`src/rtl/axis_timing_gen.sv`:
```
// axis_timing_gen: one axis (H or V) of a video timing generator; all outputs registered and mutually aligned.
module axis_timing_gen #(
   parameter int BIT_DIM  = 11,
   parameter int ACTIVE   = 640,
   parameter int FRONT    = 16,
   parameter int SYNC     = 96,
   parameter int BACK     = 48,
   parameter bit SYNC_POL = 1'b0
) (
   input  logic               clk,
   input  logic               rst,
   input  logic               en,
   input  logic               clr,
   output logic [BIT_DIM-1:0] pos_o,
   output logic               de_o,
   output logic               sync_o,
   output logic               tc_o
);
   localparam int TOTAL = ACTIVE + FRONT + SYNC + BACK;
   localparam logic [BIT_DIM-1:0] LAST    = BIT_DIM'(TOTAL - 1);
   localparam logic [BIT_DIM-1:0] ACT_END = BIT_DIM'(ACTIVE);
   localparam logic [BIT_DIM-1:0] SYNC_LO = BIT_DIM'(ACTIVE + FRONT);
   localparam logic [BIT_DIM-1:0] SYNC_HI = BIT_DIM'(ACTIVE + FRONT + SYNC - 1);
   if (64'(TOTAL - 1) >= (64'd1 << BIT_DIM)) begin : g_bad_dim
      $error("axis_timing_gen: TOTAL-1 does not fit in BIT_DIM bits");
   end
   if (ACTIVE == 0 || SYNC == 0) begin : g_bad_len
      $error("axis_timing_gen: ACTIVE and SYNC must be non-zero");
   end
   logic [BIT_DIM-1:0] cnt, cnt_nxt;
   logic               de, sync_act, at_last;
   always_comb begin
      at_last  = cnt == LAST;
      de       = cnt < ACT_END;
      sync_act = cnt >= SYNC_LO && cnt <= SYNC_HI;
      cnt_nxt  = clr ? '0 : !en ? cnt : at_last ? '0 : cnt + BIT_DIM'(1);
   end
   always_ff @(posedge clk) begin
      if (rst) begin
         cnt    <= '0;
         pos_o  <= '0;
         de_o   <= 1'b0;
         sync_o <= ~SYNC_POL;
         tc_o   <= 1'b0;
      end else begin
         cnt    <= cnt_nxt;
         pos_o  <= cnt;
         de_o   <= de;
         sync_o <= sync_act ? SYNC_POL : ~SYNC_POL;
         tc_o   <= at_last && en && !clr;
      end
   end
endmodule
```
`config.mk`:
```
export PLATFORM = sky130hd
export DESIGN_NAME = axis_timing_gen
export DESIGN_NICKNAME = d
export VERILOG_FILES = /design/src/rtl/axis_timing_gen.sv
export SDC_FILE = /design/constraint.sdc
export NUM_CORES = 1
export LEC_CHECK = 0
export BUFFER_PORTS_ARGS = -buffer_cell sky130_fd_sc_hd__buf_2
export CORE_UTILIZATION = 60
export CTS_BUF_LIST = sky130_fd_sc_hd__clkbuf_8
export CTS_CLUSTER_DIAMETER = 60
export DETAILED_ROUTE_END_ITERATION = 16
export GPL_TIMING_DRIVEN = 1
export HOLD_SLACK_MARGIN = 0.05
export PLACE_DENSITY_LB_ADDON = 0.1
export REMOVE_ABC_BUFFERS = 1
export SLEW_MARGIN = 10
export SYNTH_ARGS = -nofsm -noshare
export SYNTH_HDL_FRONTEND = slang
export SYNTH_SLANG_ARGS = --single-unit
```
`constraint.sdc`:
```
create_clock -name clk -period 2.6 [get_ports clk]
set_clock_uncertainty 0.05 [all_clocks]
set_input_delay 0.52 -clock clk [delete_from_list [all_inputs] [get_ports clk]]
set_output_delay 0.52 -clock clk [all_outputs]
set_load 0.02 [all_outputs]
```
==> qor.csv, run 1 <==
metric,value,unit
TritonCTS clock tree,built,
io pins,18,
Rows,14,
post-route ant nets,0,
WP data required,2680,ps
largest net degree at the start of global routing,16,
Max stage delay on crit path,670,ps
Mapped Cells,100,
Resize count post-CTS,0,
clk sinks,25,
clk buf depth,2,
hold path depth,2,
Leakage,0.0004146,uW
Top delay family on crit path,compound AO/OA/AOI/OAI gates,
post-layout util,72.58,%
hold path endpoint,tc_o,
Critical Path Fanout Max,11,
max_cap viols,0,
r2r endpoint,cnt[10],
count of flip-flops with a built-in enable after synthesis,0,
initial antenna violation count,0,
Fmax,543.0,MHz
flop and latch count out of synthesis,25,
Worst Max-Slew Pin Slew,675.0,ps
DRT Pass-1 Iters,6,
core area,1524,sq um
Final GP Congestion,0.8066,
Final setup viols,0,
reg2reg start,cnt[0],
post-DR wirelength/cell,11.22,um
Worst slew margin,55.00,%
async set-or-reset flop fraction in the synthesized netlist,0,%
vias in the first global route,627,
Final period util,70.83,%
Final Critical Period,1841,ps
NumNets Final,120,
H-tree depth,1,
n_diodes,0,
clk root buf,clkbuf_8,
fin area,1106,sq um
Worst R2R Setup Slack,760,ps
die footprint,1827,sq um
Worst Slack Setup Final,758.5,ps
most frequent cells in the layout,"25 x dfxtp_1, 17 x buf_2, 10 x nor2b_1, 10 x nor2_2, 9 x nor2_1",
Avg Inst Size Synth,9.960,sq um
hold wc startpoint,clr,
Hold Crit Class,in -> reg,
CP Buf/Inv Count,0,
Post-Route Setup TNS,0,ps
pwr/cell area,563.3,nW/um^2
endpoint class of the critical path,flop,
detailed-route DRC error count,0,
crit-path cells,ha_1 > nand4_4 > o31ai_4 > nor2_1,
pre-CTS setup slack,760.6,ps
total gr overflow,0,
Detailed Route Iter0 Violations,9,
Reg2Reg Depth,4,
final slew viol count,0,
register area share after synthesis,50.25,%
Die Width,42.74,um
post-detail-place hpwl,1044,um
Worst-Skew Late Latency,260,ps
DR vias,676,
Initial Utilization,65.35,%
Die Y,42.74,um
hold buffers post-CTS,0,
"commonest non-fill, non-tap cell in the layout",dfxtp_1,
first-pass GRT wire length,2725,um
Post-DP Area,1061,sq um
dpl cells,126,
Post-synth top flop,dfxtp_1,
non-filler instance count after layout,130,
global-route usage over all layers,19.91,%
vias per cell,5.200,
IO buf count,17,
ratio of cells with drive above 1 in the final layout,30.70,%
Total Wirelength,1458,um
Yosys cell types,27,
Worst EP arrival,1920,ps
total CTS buffers,3,
Final Hold Vio Count,0,
peak supply drop,321.3,uV
fill cell count,121,
WS Path Type,reg -> reg,
# Post-CTS Setup Buffers,0,
unrepaired setup endpoints after global routing,false,
Yosys warnings,0,
CP max stage cell,o31ai_4,
clk slew on worst S/H paths,80,ps
"Cell Area, Synth",996.0,sq um
status,finished clean,
layout overhead on the synthesized area,11.06,%
startpoint types,flop,
[Yosys cell counts (all sizes together) (2+ instances only)]
master	n	area [sq um]
buf	3	21.27
clkbuf	4	18.76
dfxtp	25	500.5
nand2	7	26.28
nand3	3	15.01
nand4	4	40.04
nor2	19	96.34
nor2b	10	62.56
nor3	4	25.02
nor4	2	18.77
xnor2	6	52.55
xor2	4	35.03
[layout make-up]
type | count | area (sq um) | area share, %
Sequential cell | 25 | 500.5 | 45.25
Tap cell | 16 | 20.02 | 1.810
Multi-Input combinational cell | 67 | 451.7 | 40.84
Clock inverter | 1 | 3.754 | 0.3394
Clock buffer | 3 | 41.29 | 3.733
Inverter | 1 | 3.754 | 0.3394
Timing Repair Buffer | 17 | 85.08 | 7.692
[routing by layer]
layer  up-vias  share of wire [%]  track usage (%)
met3         2                4.3            5.106
met1       307                 50            25.41
met2        14                 45            32.12
met4         0               0.96            7.500
met5         -                  0                0
li1        353                  -                -
[cell families after synthesis]
kind of cell,count (synthesis),synth area share [%]
flip-flops,25,50.25
multiplexers,1,1.005
buffers and inverters,8,4.396
XOR/XNOR,10,8.794
adder cells (fa/ha/maj),1,1.256
AND/OR/NAND/NOR,51,30.15
AO/OA/AOI/OAI,4,4.146
[state kept, by name, summed over array words and instances (netlist names)]
register	count
sync_o	1
de_o	1
pos_o	11
tc_o	1
cnt	11
[metrics by stage]
step | total power, uW | hold slack (ps)
global placement | 416.4 | 423.3
global route | 645.4 | 384.9
detailed placement | 417.2 | 416.7
CTS | 627.4 | 377.0
finish | 623.0 | 379.8
floorplan | 407.3 | 380.6
[worst max-delay path by stage]
stage / from / end / slack [ps] / depth (start not counted)
floorplan: cnt[0] / cnt[10] / 960 / 4
global placement: en / cnt[10] / 830 / 4
detailed placement: cnt[0] / cnt[10] / 760 / 4
CTS: cnt[0] / cnt[10] / 740 / 4
global route: cnt[0] / cnt[10] / 600 / 4
finish: cnt[0] / cnt[10] / 760 / 4
[power breakdown]
group / internal, uW / leakage, uW / switching (uW)
clock: 105 / 0.0000269 / 110
combinational: 7.08 / 0.000186 / 14.0
sequential: 385 / 0.000202 / 1.93
Power figures use the tool's default switching activity.
==> run 2: changes to the inputs <==
Settings changed: ABC_AREA set to 1, CORE_UTILIZATION 60 to 51.
Clock period 2.6 ns to 1.67 ns, I/O delays scaled along.
==> run 2 against run 1 <==
  * Sequential power up 56%
  * Clock power up 58%
  * Design area up 6.0%
  * Power up 57%
  * Critical endpoint is now cnt[8]
  * Setup slack worse by 540 ps
  * Core utilization down 8.2 points
  * Critical path depth up 4
  * Routed wire length up 28%
  * Non-clock buffer count unchanged
  * Combinational power up 66%
==> qor.csv, run 2 <==
metric,value,unit,change
endpoint class of the critical path,flop,,unchanged
hold buffers post-CTS,0,,unchanged
pwr/cell area,835.3,nW/um^2,was 563.3 nW/um^2
CP max stage cell,dfxtp_1,,was o31ai_4
largest net degree at the start of global routing,14,,was 16
max_cap viols,0,,unchanged
global-route usage over all layers,19.86,%,was 19.91%
Final period util,87.06,%,was 70.83%
Resize count post-CTS,0,,unchanged
Yosys warnings,0,,unchanged
final hold slack,357.6,ps,was 379.8 ps
clk sinks,25,,unchanged
# Post-CTS Setup Buffers,0,,unchanged
Switching Share,20.78,%,was 20.17%
share of Yosys cell area claimed by the top area cell type,48.43,%,was 50.25%
post-DR wirelength/cell,10.55,um,was 11.22 um
peak supply drop,653.2,uV,was 321.3 uV
Final Hold Vio Count,0,,unchanged
combinational power share,3.6,%,was 3.4%
synth top area cells,"dfxtp_1 48%, nor2_1 11%, nand2_1 6.5%",,"was dfxtp_1 50%, nor2_2 6.3%, nor2b_1 6.3%"
clock power share,34.7,%,was 34.5%
Avg Inst Size Synth,7.713,sq um,was 9.960 sq um
Final setup viols,0,,unchanged
fill cell count,164,,was 121
Hold Crit Class,in -> reg,,unchanged
dpl cells,173,,was 126
Rows,15,,was 14
Yosys cell types,21,,was 27
Worst-Skew Late Latency,260,ps,about the same
Fmax,687.8,MHz,was 543.0 MHz
vias in the first global route,731,,was 627
Die Y,47.02,um,was 42.74 um
P_int,775.7,uW,was 497.4 uW
H-tree depth,1,,unchanged
DR vias,865,,was 676
post-route ant nets,0,,unchanged
async set-or-reset flop fraction in the synthesized netlist,0,%,unchanged
WS Path Type,reg -> reg,,unchanged
NumNets Final,158,,was 120
Final Critical Period,1454,ps,was 1841 ps
Mapped Cells,134,,was 100
most numerous cell in the Yosys netlist,nor2_1,,was dfxtp_1
Die Width,47.02,um,was 42.74 um
post-detail-place hpwl,1427,um,was 1044 um
ratio of cells with drive above 1 in the final layout,21.05,%,was 30.70%
initial antenna violation count,0,,unchanged
layout overhead on the synthesized area,13.44,%,was 11.06%
Worst Slack Setup Final,216.1,ps,was 758.5 ps
DRT Pass-1 Iters,4,,was 6
Detailed Route Iter0 Violations,20,,was 9
die footprint,2210,sq um,was 1827 sq um
clk buf depth,2,,unchanged
total CTS buffers,3,,unchanged
Post-Route Setup TNS,0,ps,unchanged
count of flip-flops with a built-in enable after synthesis,0,,unchanged
io pins,18,,unchanged
crit-path cells,ha_1 > inv_1 > nor2_2 > nand2_2 > nor2_4 > nor2_4 > inv_2 > nor2_1,,was ha_1 > nand4_4 > o31ai_4 > nor2_1
flop and latch count out of synthesis,25,,unchanged
Max stage delay on crit path,460,ps,was 670 ps
Total Wirelength,1868,um,was 1458 um
Post-synth top flop,dfxtp_1,,unchanged
cell taking the most area after synthesis,dfxtp_1,,unchanged
n_diodes,0,,unchanged
Worst EP arrival,1570,ps,was 1920 ps
status,finished clean,,unchanged
"Cell Area, Synth",1033,sq um,was 996.0 sq um
Worst Max-Slew Pin Slew,258.5,ps,was 675.0 ps
first-pass GRT wire length,3015,um,was 2725 um
non-filler instance count after layout,177,,was 130
vias per cell,4.887,,was 5.200
final slew viol count,0,,unchanged
Final GP Congestion,0.7845,,was 0.8066
top flop regs,"cnt x11, pos_o x11",,unchanged
Initial Utilization,56.77,%,was 65.35%
TritonCTS clock tree,built,,unchanged
unrepaired setup endpoints after global routing,false,,unchanged
sequential share of power,61.7,%,was 62.1%
most frequent cells in the layout,"31 x nor2_1, 25 x dfxtp_1, 18 x inv_1, 18 x nand2_1, 17 x buf_2",,"was 25 x dfxtp_1, 17 x buf_2, 10 x nor2b_1, 10 x nor2_2, 9 x nor2_1"
core area,1821,sq um,was 1524 sq um
detailed-route DRC error count,0,,unchanged
pre-CTS setup slack,226.1,ps,was 760.6 ps
Worst slew margin,82.75,%,was 55.00%
startpoint types,flop,,unchanged
Leakage,0.0004878,uW,was 0.0004146 uW
CP most frequent cell,nor2_4,,
Synth top cells by count,"31 x nor2_1, 25 x dfxtp_1, 18 x nand2_1, 17 x inv_1, 6 x nand3_1",,"was 25 x dfxtp_1, 10 x nor2_2, 10 x nor2b_1, 9 x nor2_1, 7 x nand2_1"
Critical Path Fanout Max,7,,was 11
register area share after synthesis,48.43,%,was 50.25%
"commonest non-fill, non-tap cell in the layout",nor2_1,,was dfxtp_1
P_sw,203.5,uW,was 125.7 uW
WP data required,1780,ps,was 2680 ps
clk slew on worst S/H paths,80,ps,about the same
IO buf count,17,,unchanged
total gr overflow,0,,unchanged
clk root buf,clkbuf_8,,unchanged
-- run 2: changes by cell type in the layout (fill, tap and decap cells not counted), sizes merged, moves of 3 or more --
cell / previous run / this run
nor2: 19 / 37
nand3: 3 / 6
inv: 2 / 19
nor2b: 10 / 0
nand2: 7 / 23
o21ai: 0 / 5
xnor2: 6 / 1
-- run 2: cell families (layout without fill, tap and decap cells) --
group / count (synthesis) / after routing / share of synthesized area (%)
xor+xnor: 5 / 5 / 4.237
simple gates: 73 / 73 / 32.81
fa+ha+maj: 1 / 1 / 1.210
flops: 25 / 25 / 48.43
compound gates: 9 / 9 / 4.600
buf+inv: 21 / 39 / 8.716
-- run 2: worst paths after layout --
kind | start | end | slack (ps) | cells past startpoint
min | rst | pos_o[8] | 360 | 2
min reg2reg | cnt[10] | de_o | 420 | 1
max | cnt[0] | cnt[8] | 220 | 8
max reg2reg | cnt[0] | cnt[8] | 220 | 8
-- run 2: power groups by stage --
| stage | combinational [uW] | clock [uW] | sequential [uW] |
|---|---|---|---|
| final | 35.0 | 340 | 605 |
| after floorplan | 15.2 | 0 | 622 |
| after global placement | 34.7 | 0 | 618 |
| after CTS | 35.5 | 350 | 605 |
| after detailed placement | 35.2 | 0 | 619 |
| after global routing | 39.1 | 374 | 605 |
-- run 2: stage by stage --
| step | instance area, sq um | util (%) | power (uW) |
|---|---|---|---|
| 5_1_grt | 1172 | 64.40 | 1018 |
| 2_1_floorplan | 1011 | - | 636.8 |
| 4_1_cts | 1172 | 64.40 | 989.8 |
| 3_5_place_dp | 1127 | 61.92 | 654.0 |
| 6_report | 1172 | 64.40 | 979.3 |
| 3_3_place_gp | 1127 | 61.92 | 653.0 |
-- run 2: worst max-delay path: cells and delay by family, from the launching register on --
| kind | cells | cell delay, ps |
|---|---|---|
| fa+ha+maj | 1 | 250 |
| buf+inv | 2 | 130 |
| flops | 1 | 460 |
| simple gates | 5 | 450 |
-- run 2: cell type report --
class	instances	area, sq um	share of cell area [%]
sequential	25	500.5	42.69
clock buffer	3	41.29	3.522
inverter	18	67.56	5.763
timing repair buffer	17	85.08	7.257
multi-input combinational	88	442.9	37.78
tap	25	31.28	2.668
clock inverter	1	3.754	0.3202
-- run 2: per-layer routing --
layer	vias up	routed length (um)	GRT usage [%]
met1	394	910	25.94
met2	16	869	31.11
met3	5	48	3.462
met5	-	0	0
met4	0	40	10.86
li1	450	-	-
